[config.mk]
export PLATFORM = sky130hd
export DESIGN_NAME = button_conditioner
export DESIGN_NICKNAME = d
export VERILOG_FILES = /design/src/rtl/button_conditioner_pkg.sv /design/src/rtl/button_debounce.sv /design/src/rtl/button_conditioner.sv
export SDC_FILE = /design/constraint.sdc
export NUM_CORES = 1
export LEC_CHECK = 0
export CAP_MARGIN = 10
export CORE_MARGIN = 3
export CORE_UTILIZATION = 50
export CTS_CLUSTER_DIAMETER = 30
export CTS_CLUSTER_SIZE = 10
export DETAILED_ROUTE_END_ITERATION = 7
export PLACE_DENSITY = 0.67
export SYNTH_ARGS = -nofsm -noshare
export SYNTH_HDL_FRONTEND = slang
export SYNTH_SLANG_ARGS = --single-unit
[constraint.sdc]
create_clock -name clock_100mhz -period 3.02 [get_ports clock_100mhz]
set_input_delay 0.302 -clock clock_100mhz [delete_from_list [all_inputs] [get_ports clock_100mhz]]
set_output_delay 0.302 -clock clock_100mhz [all_outputs]
set_load 0.05 [all_outputs]
[src/rtl/button_conditioner_pkg.sv]
// Shared constants for the front-panel button conditioner: button indices
// and the per-button debounce state encoding.
package button_conditioner_pkg;

  localparam int BTN_RESET   = 0;
  localparam int BTN_FREQ    = 1;
  localparam int BTN_CLKMODE = 2;
  localparam int BTN_MANUAL  = 3;

  localparam int NUM_BUTTONS = BTN_MANUAL + 1;

  typedef enum logic [1:0] {
    ST_RELEASED        = 2'd0,
    ST_CONFIRM_PRESS   = 2'd1,
    ST_PRESSED         = 2'd2,
    ST_CONFIRM_RELEASE = 2'd3
  } debounce_state_t;

endpackage

[src/rtl/button_debounce.sv]
// One button: 2-flop synchronizer, four-state debounce FSM with a stable-sample
// counter, and optional auto-repeat enabled by the BUTTON_AUTOREPEAT_EN macro.
module button_debounce
  import button_conditioner_pkg::*;
#(
  parameter int DEBOUNCE_CYCLES = 1000000,
  parameter int REPEAT_CYCLES   = 25000000
) (
  input  logic clock_100mhz,
  input  logic reset_n,
  input  logic button_raw,
  output logic button_level,
  output logic button_press
);

  localparam int CNT_W = $clog2(DEBOUNCE_CYCLES + 1);
  localparam logic [CNT_W-1:0] CNT_ONE  = CNT_W'(1);
  localparam logic [CNT_W-1:0] CNT_LAST = CNT_W'(DEBOUNCE_CYCLES - 1);

  if (DEBOUNCE_CYCLES < 2 || REPEAT_CYCLES < 2) begin : g_param_check
    $error("button_debounce: DEBOUNCE_CYCLES and REPEAT_CYCLES must be >= 2");
  end

  logic [1:0]       sync_q;
  logic             sample;
  debounce_state_t  state_q, state_d;
  logic [CNT_W-1:0] count_q, count_d;
  logic             level_d, press_d, repeat_fire;

  // NOTE: sequential state uses non-blocking assignments so every flop samples
  // pre-edge values regardless of block ordering.
  always_ff @(posedge clock_100mhz) begin
    if (!reset_n) sync_q <= 2'b11;
    else          sync_q <= {sync_q[0], button_raw};
  end

  assign sample = sync_q[1];

  always_ff @(posedge clock_100mhz) begin
    if (!reset_n) begin
      state_q      <= ST_RELEASED;
      count_q      <= '0;
      button_level <= 1'b1;
      button_press <= 1'b0;
    end else begin
      state_q      <= state_d;
      count_q      <= count_d;
      button_level <= level_d;
      button_press <= press_d;
    end
  end

  // NOTE: every combinational output gets a default first so no path infers a latch.
  always_comb begin
    state_d = state_q;
    count_d = count_q;
    case (state_q)
      ST_RELEASED: begin
        if (!sample) begin
          state_d = ST_CONFIRM_PRESS;
          count_d = CNT_ONE;
        end
      end
      ST_CONFIRM_PRESS: begin
        if (sample) begin
          state_d = ST_RELEASED;
          count_d = '0;
        end else begin
          count_d = count_q + CNT_ONE;
          if (count_q == CNT_LAST) state_d = ST_PRESSED;
        end
      end
      ST_PRESSED: begin
        if (sample) begin
          state_d = ST_CONFIRM_RELEASE;
          count_d = CNT_ONE;
        end
      end
      ST_CONFIRM_RELEASE: begin
        if (!sample) begin
          state_d = ST_PRESSED;
          count_d = '0;
        end else begin
          count_d = count_q + CNT_ONE;
          if (count_q == CNT_LAST) state_d = ST_RELEASED;
        end
      end
      default: begin
        state_d = ST_RELEASED;
        count_d = '0;
      end
    endcase
  end

  always_comb begin
    level_d = !(state_d == ST_PRESSED || state_d == ST_CONFIRM_RELEASE);
    press_d = ((state_q == ST_CONFIRM_PRESS) && (state_d == ST_PRESSED)) || repeat_fire;
  end

`ifdef BUTTON_AUTOREPEAT_EN
  localparam int REP_W = $clog2(REPEAT_CYCLES);
  localparam logic [REP_W-1:0] REP_LAST = REP_W'(REPEAT_CYCLES - 1);

  logic [REP_W-1:0] repeat_q;
  logic             holding;

  // The repeat phase restarts whenever the button leaves the settled PRESSED state.
  assign holding     = (state_q == ST_PRESSED) && (state_d == ST_PRESSED);
  assign repeat_fire = holding && (repeat_q == REP_LAST);

  always_ff @(posedge clock_100mhz) begin
    if (!reset_n || !holding || repeat_fire) repeat_q <= '0;
    else                                     repeat_q <= repeat_q + REP_W'(1);
  end
`else
  assign repeat_fire = 1'b0;
`endif

endmodule

[src/rtl/button_conditioner.sv]
// Conditions the four active-low front-panel pushbuttons into debounced levels
// and press pulses; BUTTON_AUTOREPEAT_EN adds auto-repeat pulses while held.
module button_conditioner
  import button_conditioner_pkg::*;
#(
  parameter int DEBOUNCE_CYCLES = 1000000,
  parameter int REPEAT_CYCLES   = 25000000
) (
  input  logic       clock_100mhz,
  input  logic       reset_n,
  input  logic [3:0] buttons_raw,
  output logic [3:0] buttons_level,
  output logic [3:0] buttons_press
);

  for (genvar i = 0; i < NUM_BUTTONS; i++) begin : g_button
    button_debounce #(
      .DEBOUNCE_CYCLES(DEBOUNCE_CYCLES),
      .REPEAT_CYCLES  (REPEAT_CYCLES)
    ) u_debounce (
      .clock_100mhz(clock_100mhz),
      .reset_n     (reset_n),
      .button_raw  (buttons_raw[i]),
      .button_level(buttons_level[i]),
      .button_press(buttons_press[i])
    );
  end

endmodule

* Word-level counts from Yosys, hierarchy flattened *
Cells that the tools add are included.

operators by class
  eq/ne operators = 32
  muxes and demuxes = 48
  reduce and logical (&&, ||, !) cells = 20
  $add $sub $neg = 4

operator list
  cell                                                             count
  20-bit two-way mux                                               16
  20-bit one-hot mux with 4 select lines                           4
  20-bit by 1-bit adder with 20-bit output, second input constant  4
  20-bit == test, second input constant                            4
  2-bit two-way mux                                                24
  2-bit == test, second input constant                             16
  2-bit one-hot mux with 4 select lines                            4
  2-bit by 1-bit == test with 1-bit output, second input constant  4
  2-bit logical NOT                                                4
  2-bit by 1-bit != test with 1-bit output, second input constant  4
  2-bit != test, second input constant                             4
  2-bit AND reduction                                              4
  1-bit logical AND                                                4
  1-bit logical NOT                                                4
  1-bit logical OR                                                 4

storage, ports and cells
  bits of input ports = 6
  output and inout port bits = 8
  logic and storage cells = 124
  register bits = 104

* Logic depth before layout (Yosys ltp) *
Gate-level depths: netlist (run 1).

  word-level depth = 7
  gate-level depth with buffers = 6
  mapped depth without buffers = 5

* Hierarchy *
From an unflattened synthesis (run 1), not the netlist that was laid out.

unflattened totals
  cell total of the unflattened synthesis = 548
  area, all modules = 4,929.7 sq um

by module, submodules not included
  module           cells each  instances  area each (sq um)
  button_debounce  137         4          1,232.4

* Least setup slack after synthesis (run 1) *
No wires, ideal clock.

  path type = register to register
  from = register g_button[0].u_debounce.count_q[7]
  to = register g_button[0].u_debounce.state_q[0]
  data required time = 2.905 ns
  path buffers = 0
  cell stages (with the launch flop) = 5
  path slack = 1.205 ns
  setup time = 0.115 ns
  arrival = 1.700 ns
  path through = dfxtp_1 > or4b_1 > or4_4 > or2_1 > and3_1

on the way
  cells in the longest elaborated chain, start to end = 4

RTL lines
  element                                      RTL line                                      source
  start: declaration                           button_debounce.sv:27                         logic [CNT_W-1:0] count_q, count_d;
  start signal: assignment                     button_debounce.sv:47                         count_q <= count_d;
  20-bit == test *                             button_debounce.sv:70, button_debounce.sv:85
  2-bit two-way mux, on equally long branches  button_debounce.sv:85, button_debounce.sv:70
  2-bit two-way mux, on equally long branches  button_debounce.sv:80, button_debounce.sv:65
  2-bit one-hot mux with 4 select lines *      button_debounce.sv:57                         case (state_q)
  end signal: assignment                       button_debounce.sv:46                         state_q <= state_d;
  end: declaration                             button_debounce.sv:26                         debounce_state_t state_q, state_d;

Every way passes the cells marked *; elsewhere a longest branch is shown, timed or not.
A chain may end at the register's enable or synchronous reset.

* Worst setup path in the final report (run 1) *
  from = register g_button[0].u_debounce.sync_q[1]
  to = register g_button[0].u_debounce.count_q[15]

on the way
  cells in the longest elaborated chain, start to end = 2

RTL lines
  element                                                                               RTL line               source
  start: declaration                                                                    button_debounce.sv:24  logic [1:0] sync_q;
  start signal: assignment                                                              button_debounce.sv:34  else sync_q <= {sync_q[0], button_raw};
  20-bit two-way mux, or another cell as far along                                      button_debounce.sv:80  if (!sample) begin
  20-bit one-hot mux with 4 select lines / 2-bit AND reduction (equally long branches)  -

Parallel ways exist; a longest one is shown, timed or not.

==> impl_metrics.yaml, run 1 <==
outcome:
  outcome: "completed"
final_layout:
  final_area_um2: 5180
  area_growth_pct: 8.35
  fin_nets: 555
  diodes: 0
  fillers: 864
  multiInputGateArea_um2: 2530
  layout-drive-gt1-share: 0.0509
  area.sequential_um2: 2080
pwr:
  p_total_mw: 2.39
  pwr-share-comb: 0.032
  peakVddDrop_mv: 0.346
  p_sw_frac: 0.235
  p_leak_nw: 1.63
  power.internal_mw: 1.83
  power.switching_uw: 563
  pwr-share-clk: 0.386
  pwr-share-seq: 0.582
  powerDensity_nw_per_um2: 461
logic_synthesis:
  ys_types: 49
  ys.flop_type: "dfxtp_1"
  synth_area_leaders: "dfxtp_1 (44%), xor2_1 (4.4%), a21oi_1 (4.0%)"
  yosysSeqAreaShare: 0.436
  synthDominantCellAreaShare: 0.436
  yosysMostFrequentCell: "dfxtp_1"
  synth_warnings: 0
  syn_area_per_cell_um2: 8.77
  netlist_instances: 545
  synth.top_cells.by_count: "dfxtp_1 (104), nor2_1 (45), a21oi_1 (38)"
  synth-seq-cells: 104
  synth_area_leader_cell: "dfxtp_1"
  syn_area_um2: 4780
  synth_edf_count: 0
  synth_async_sr_flop_share: 0
  syn_nets: 555
route:
  drt_iter0_drc: 109
  wl_mm: 9.37
  vias: 3927
  first_pass_iters: 4
  final_antenna_net_count: 0
  drc: 0
  via_per_inst: 5.78
  wire_per_inst_um: 13.8
place:
  dp_slack_ns: 0.411
  dp_hpwl_mm: 6.41
  port_buffers: 13
  place_area_um2: 4970
  place_congestion: 0.805
floorplan:
  ios: 14
  die_h_um: 104
  core-area_um2: 9280
  fp.dieArea_um2: 10800
  fp-row-count: 35
  fp.dieW_um: 104
  start_util: 0.515
clock_network:
  holdBufCountCts: 0
  clkTransAtPathRegs_ns: 0.11
  clk-insertion-delay-late_ns: 0.38
  clock-sinks: 104
  post_cts_resized: 0
  numCtsBuffers: 9
  cts-htree-levels: 3
  post_cts_buffers: 0
  root_buffer: "clkbuf_8"
  cts_tree: "yes"
  clk_path_buf_depth: 2
sta:
  fin_crit_sh: 0.883
  finClkSkew_ns: 0.0117
  rsz0062_at_grt: "no"
  drv_slew: 0
  hold_ws_ns: 0.414
  tightest_slew_ns: 0.878
  hold_viol: 0
  layout_min_cycle_time_ns: 2.67
  finalSetupViolCount: 0
  tns_ns: 0
  fmax_mhz: 375
  finalWorstSetupSlack_ns: 0.354
  max_slew_margin: 0.411
grt:
  antenna_found_initial: 0
  grt_pass1_wl_mm: 16.3
  grt_use_total: 0.179
  grt_max_degree: 25
  overflow: 0
  grt_pass1_vias: 3563
setup_path:
  cp-end-kind: "register"
  crit_type: "reg2reg"
  arrival_ns: 2.97
  crit_path_start_kind: "register"
  crit_fanout: 18
  critical_path_required_ns: 3.32
job:
  max_cap_violations: 0
worst_hold_path:
  min_path_type: "reg2reg"
==> registers in the layout, indices dropped and copies added (netlist names) <==
signal,cells
g_button.u_debounce.count_q,80
g_button.u_debounce.state_q,8
g_button.u_debounce.button_press,4
g_button.u_debounce.button_level,4
g_button.u_debounce.sync_q,8
==> cells in the final DEF, fill, tap and decap left out, types with 2 or more instances in the layout <==
cell type / count
dfxtp_1: 104
nor2_1: 45
a21oi_1: 38
nand2_1: 36
nand3_1: 26
or3_1: 24
o21ai_0: 24
xor2_1: 24
nand4_1: 23
or4_1: 19
o31ai_1: 16
and3_1: 15
clkdlybuf4s50_1: 13
xnor2_1: 12
nor4_1: 11
clkbuf_8: 10
nand2b_1: 9
and4_1: 8
o21a_1: 8
nor3_1: 8
and2_1: 7
inv_1: 7
buf_4: 5
nor4b_1: 4
nand3b_1: 4
o311ai_0: 4
o41ai_1: 4
ha_1: 4
o31a_1: 3
a22oi_1: 3
nand4b_1: 2
o21ai_1: 2
xnor3_1: 2
nor3b_1: 2
a31oi_1: 2
mux2i_1: 2
o211ai_1: 2
clkinv_4: 2
==> critical path, cell delays in order (launching register included) <==
cell	delay, ns
dfxtp_1	0.37
xnor2_1	0.73
nand4_1	0.67
or4_1	0.66
a21oi_1	0.17
==> metrics by stage <==
step | std cells | utilization
3_5_place_dp | 663 | 0.535
3_3_place_gp | 663 | 0.535
4_1_cts | 679 | 0.558
5_1_grt | 679 | 0.558
2_1_floorplan | 545 | -
6_report | 679 | 0.558
==> final cells by class <==
cell class                      count  area share
Clock buffer                       10      0.0266
Clock inverter                      6      0.0145
Inverter                            7     0.00507
Multi-Input combinational cell    405       0.488
Sequential cell                   104       0.402
Tap cell                          129      0.0312
Timing Repair Buffer               18      0.0324
==> path summary, 6_finish.rpt <==
check                                   start                            endpoint  slack [ns]  depth (start not counted)
max reg2reg  g_button[0].u_debounce.sync_q[1]  g_button[0].u_debounce.count_q[15]        0.35                          4
min reg2reg  g_button[2].u_debounce.sync_q[0]    g_button[2].u_debounce.sync_q[1]        0.41                          1
max          g_button[0].u_debounce.sync_q[1]  g_button[0].u_debounce.count_q[15]        0.35                          4
min          g_button[2].u_debounce.sync_q[0]    g_button[2].u_debounce.sync_q[1]        0.41                          1
==> cell families after synthesis <==
| kind of cell | count (synthesis) | synth area share |
|---|---|---|
| adder cells (fa/ha/maj) | 4 | 0.0105 |
| AO/OA/AOI/OAI | 110 | 0.142 |
| multiplexers | 3 | 0.00654 |
| XOR/XNOR | 38 | 0.0754 |
| flip-flops | 104 | 0.436 |
| buffers and inverters | 36 | 0.0353 |
| AND/OR/NAND/NOR | 250 | 0.294 |
==> routing by layer <==
metal	track usage	up-vias	wire, um
met3	0.0430	13	243
met1	0.237	1851	4610
met4	0.0589	0	156
li1	-	2020	-
met5	0	-	0
met2	0.289	43	4350
==> power by group through the flow <==
stage                     clock network [mW]  registers (mW)  logic, mW
final                                  0.923            1.39     0.0768
after global routing                    1.00            1.39     0.0862
after CTS                              0.957            1.39     0.0776
after detailed placement                   0            1.42     0.0772
after global placement                     0            1.42     0.0764
after floorplan                            0            1.42     0.0528
Power figures use the tool's default switching activity.
==> run 2, diff against run 1 <==
- RECOVER_POWER: default -> 100
- SETUP_SLACK_MARGIN: default -> 0.02
==> run 2 against run 1 <==
Clock skew about the same. Combinational power down 4.7%. Global-route usage unchanged. Register-to-register slack about the same. Non-clock buffer count unchanged. Hold slack about the same. Clock power about the same. Count of clock-buffer cells in the layout unchanged.
==> impl_metrics.yaml, run 2 (synthesis results as in run 1) <==
grt:
  grt_max_degree: 25
  grt_pass1_vias: 3563
  antenna_found_initial: 0
  grt_pass1_wl_mm: 16.3
  grt_use_total: 0.179
  overflow: 0
route:
  vias: 3921
  final_antenna_net_count: 0
  wire_per_inst_um: 13.8
  wl_mm: 9.37
  drt_iter0_drc: 128
  first_pass_iters: 4
  drc: 0
  via_per_inst: 5.77
final_layout:
  utilization: 0.555
  final_common_cell: "dfxtp_1"
  layout-drive-gt1-share: 0.0400
  top_regs: "g_button.u_debounce.count_q (80), g_button.u_debounce.state_q (8), g_button.u_debounce.sync_q (8)"
  area_growth_pct: 7.83
  fin_cells: 679
  regMostFlops: "g_button.u_debounce.count_q"
  fillers: 868
  fin_nets: 555
  layout_common_cells: "dfxtp_1 (104), nor2_1 (45), a21oi_1 (38)"
  largest_reg_flops: 80
  diodes: 0
  final_area_um2: 5150
outcome:
  outcome: "completed"
sta:
  finalSetupViolCount: 0
  finalWorstSetupSlack_ns: 0.367
  tns_ns: 0
  max_slew_margin: 0.219
  layout_min_cycle_time_ns: 2.65
  finClkSkew_ns: 0.0117
  hold_viol: 0
  fin_crit_sh: 0.879
  rsz0062_at_grt: "no"
  fmax_mhz: 377
  hold_ws_ns: 0.414
  tightest_slew_ns: 1.16
  drv_slew: 0
setup_path:
  arrival_ns: 2.95
  crit_path_start_kind: "register"
  critical_path_required_ns: 3.32
  crit_fanout: 18
  crit_type: "reg2reg"
  cp-end-kind: "register"
  r2r-start: "g_button[0].u_debounce.sync_q[1]"
  crit_start: "g_button[0].u_debounce.sync_q[1]"
pwr:
  p_total_mw: 2.39
  p_leak_nw: 1.61
  peakVddDrop_mv: 0.346
  powerDensity_nw_per_um2: 463
clock_network:
  clock-sinks: 104
  cts_tree: "yes"
  clkTransAtPathRegs_ns: 0.11
  cts-htree-levels: 3
  clk-insertion-delay-late_ns: 0.38
  post_cts_resized: 0
  holdBufCountCts: 0
  numCtsBuffers: 9
  root_buffer: "clkbuf_8"
  clk_path_buf_depth: 2
  post_cts_buffers: 0
floorplan:
  fp.dieW_um: 104
  fp-row-count: 35
  die_h_um: 104
  fp.dieArea_um2: 10800
  core-area_um2: 9280
  start_util: 0.515
  ios: 14
place:
  dp_hpwl_mm: 6.41
  place_area_um2: 4970
  place_congestion: 0.805
  dp_slack_ns: 0.411
  dp_cells: 663
  port_buffers: 13
job:
  max_cap_violations: 0
worst_hold_path:
  min_path_type: "reg2reg"
  min-delay-start: "g_button[1].u_debounce.sync_q[0]"
## run 2: changes by cell type in the layout (fill, tap and decap cells not counted), sizes merged
cell / delta
clkbuf: +4
dlygate4sd3: +9
clkdlybuf4s50: -9
buf: -4
## run 2: metal layers
layer  wire [um]  track usage  vias to the layer above  part of all wire
li1            -            -                     2023                 -
met1        4610        0.237                     1845              0.49
met2        4340        0.289                       40              0.46
met3         259       0.0430                       13             0.028
met4         156       0.0589                        0             0.017
met5           0            0                        -                 0
## run 2: final cells by class
| cell class | count | area (um2) | share of cell area |
|---|---|---|---|
| Inverter | 7 | 26.3 | 0.00510 |
| Timing Repair Buffer | 18 | 153 | 0.0296 |
| Sequential cell | 104 | 2080 | 0.404 |
| Clock inverter | 6 | 75.1 | 0.0146 |
| Multi-Input combinational cell | 405 | 2520 | 0.489 |
| Tap cell | 129 | 161 | 0.0313 |
| Clock buffer | 10 | 138 | 0.0267 |
## run 2: report_power, final
group	switching (mW)	internal, mW	total (mW)
sequential	0.00957	1.38	1.39
combinational	0.0475	0.0257	0.0732
clock	0.506	0.418	0.924
total	0.563	1.82	2.39
## run 2: final timing paths
path                                   endpoint  slack, ns  depth (start not counted)
max          g_button[0].u_debounce.count_q[15]       0.37                          4
min            g_button[1].u_debounce.sync_q[1]       0.41                          1
max reg2reg  g_button[0].u_debounce.count_q[15]       0.37                          4
min reg2reg    g_button[1].u_debounce.sync_q[1]       0.41                          1
## run 2: critical path, stage by stage (launching register included)
cell and delay [ns]:
dfxtp_1 0.36, xnor2_1 0.72, nand4_1 0.67, or4_1 0.66, a21oi_1 0.17
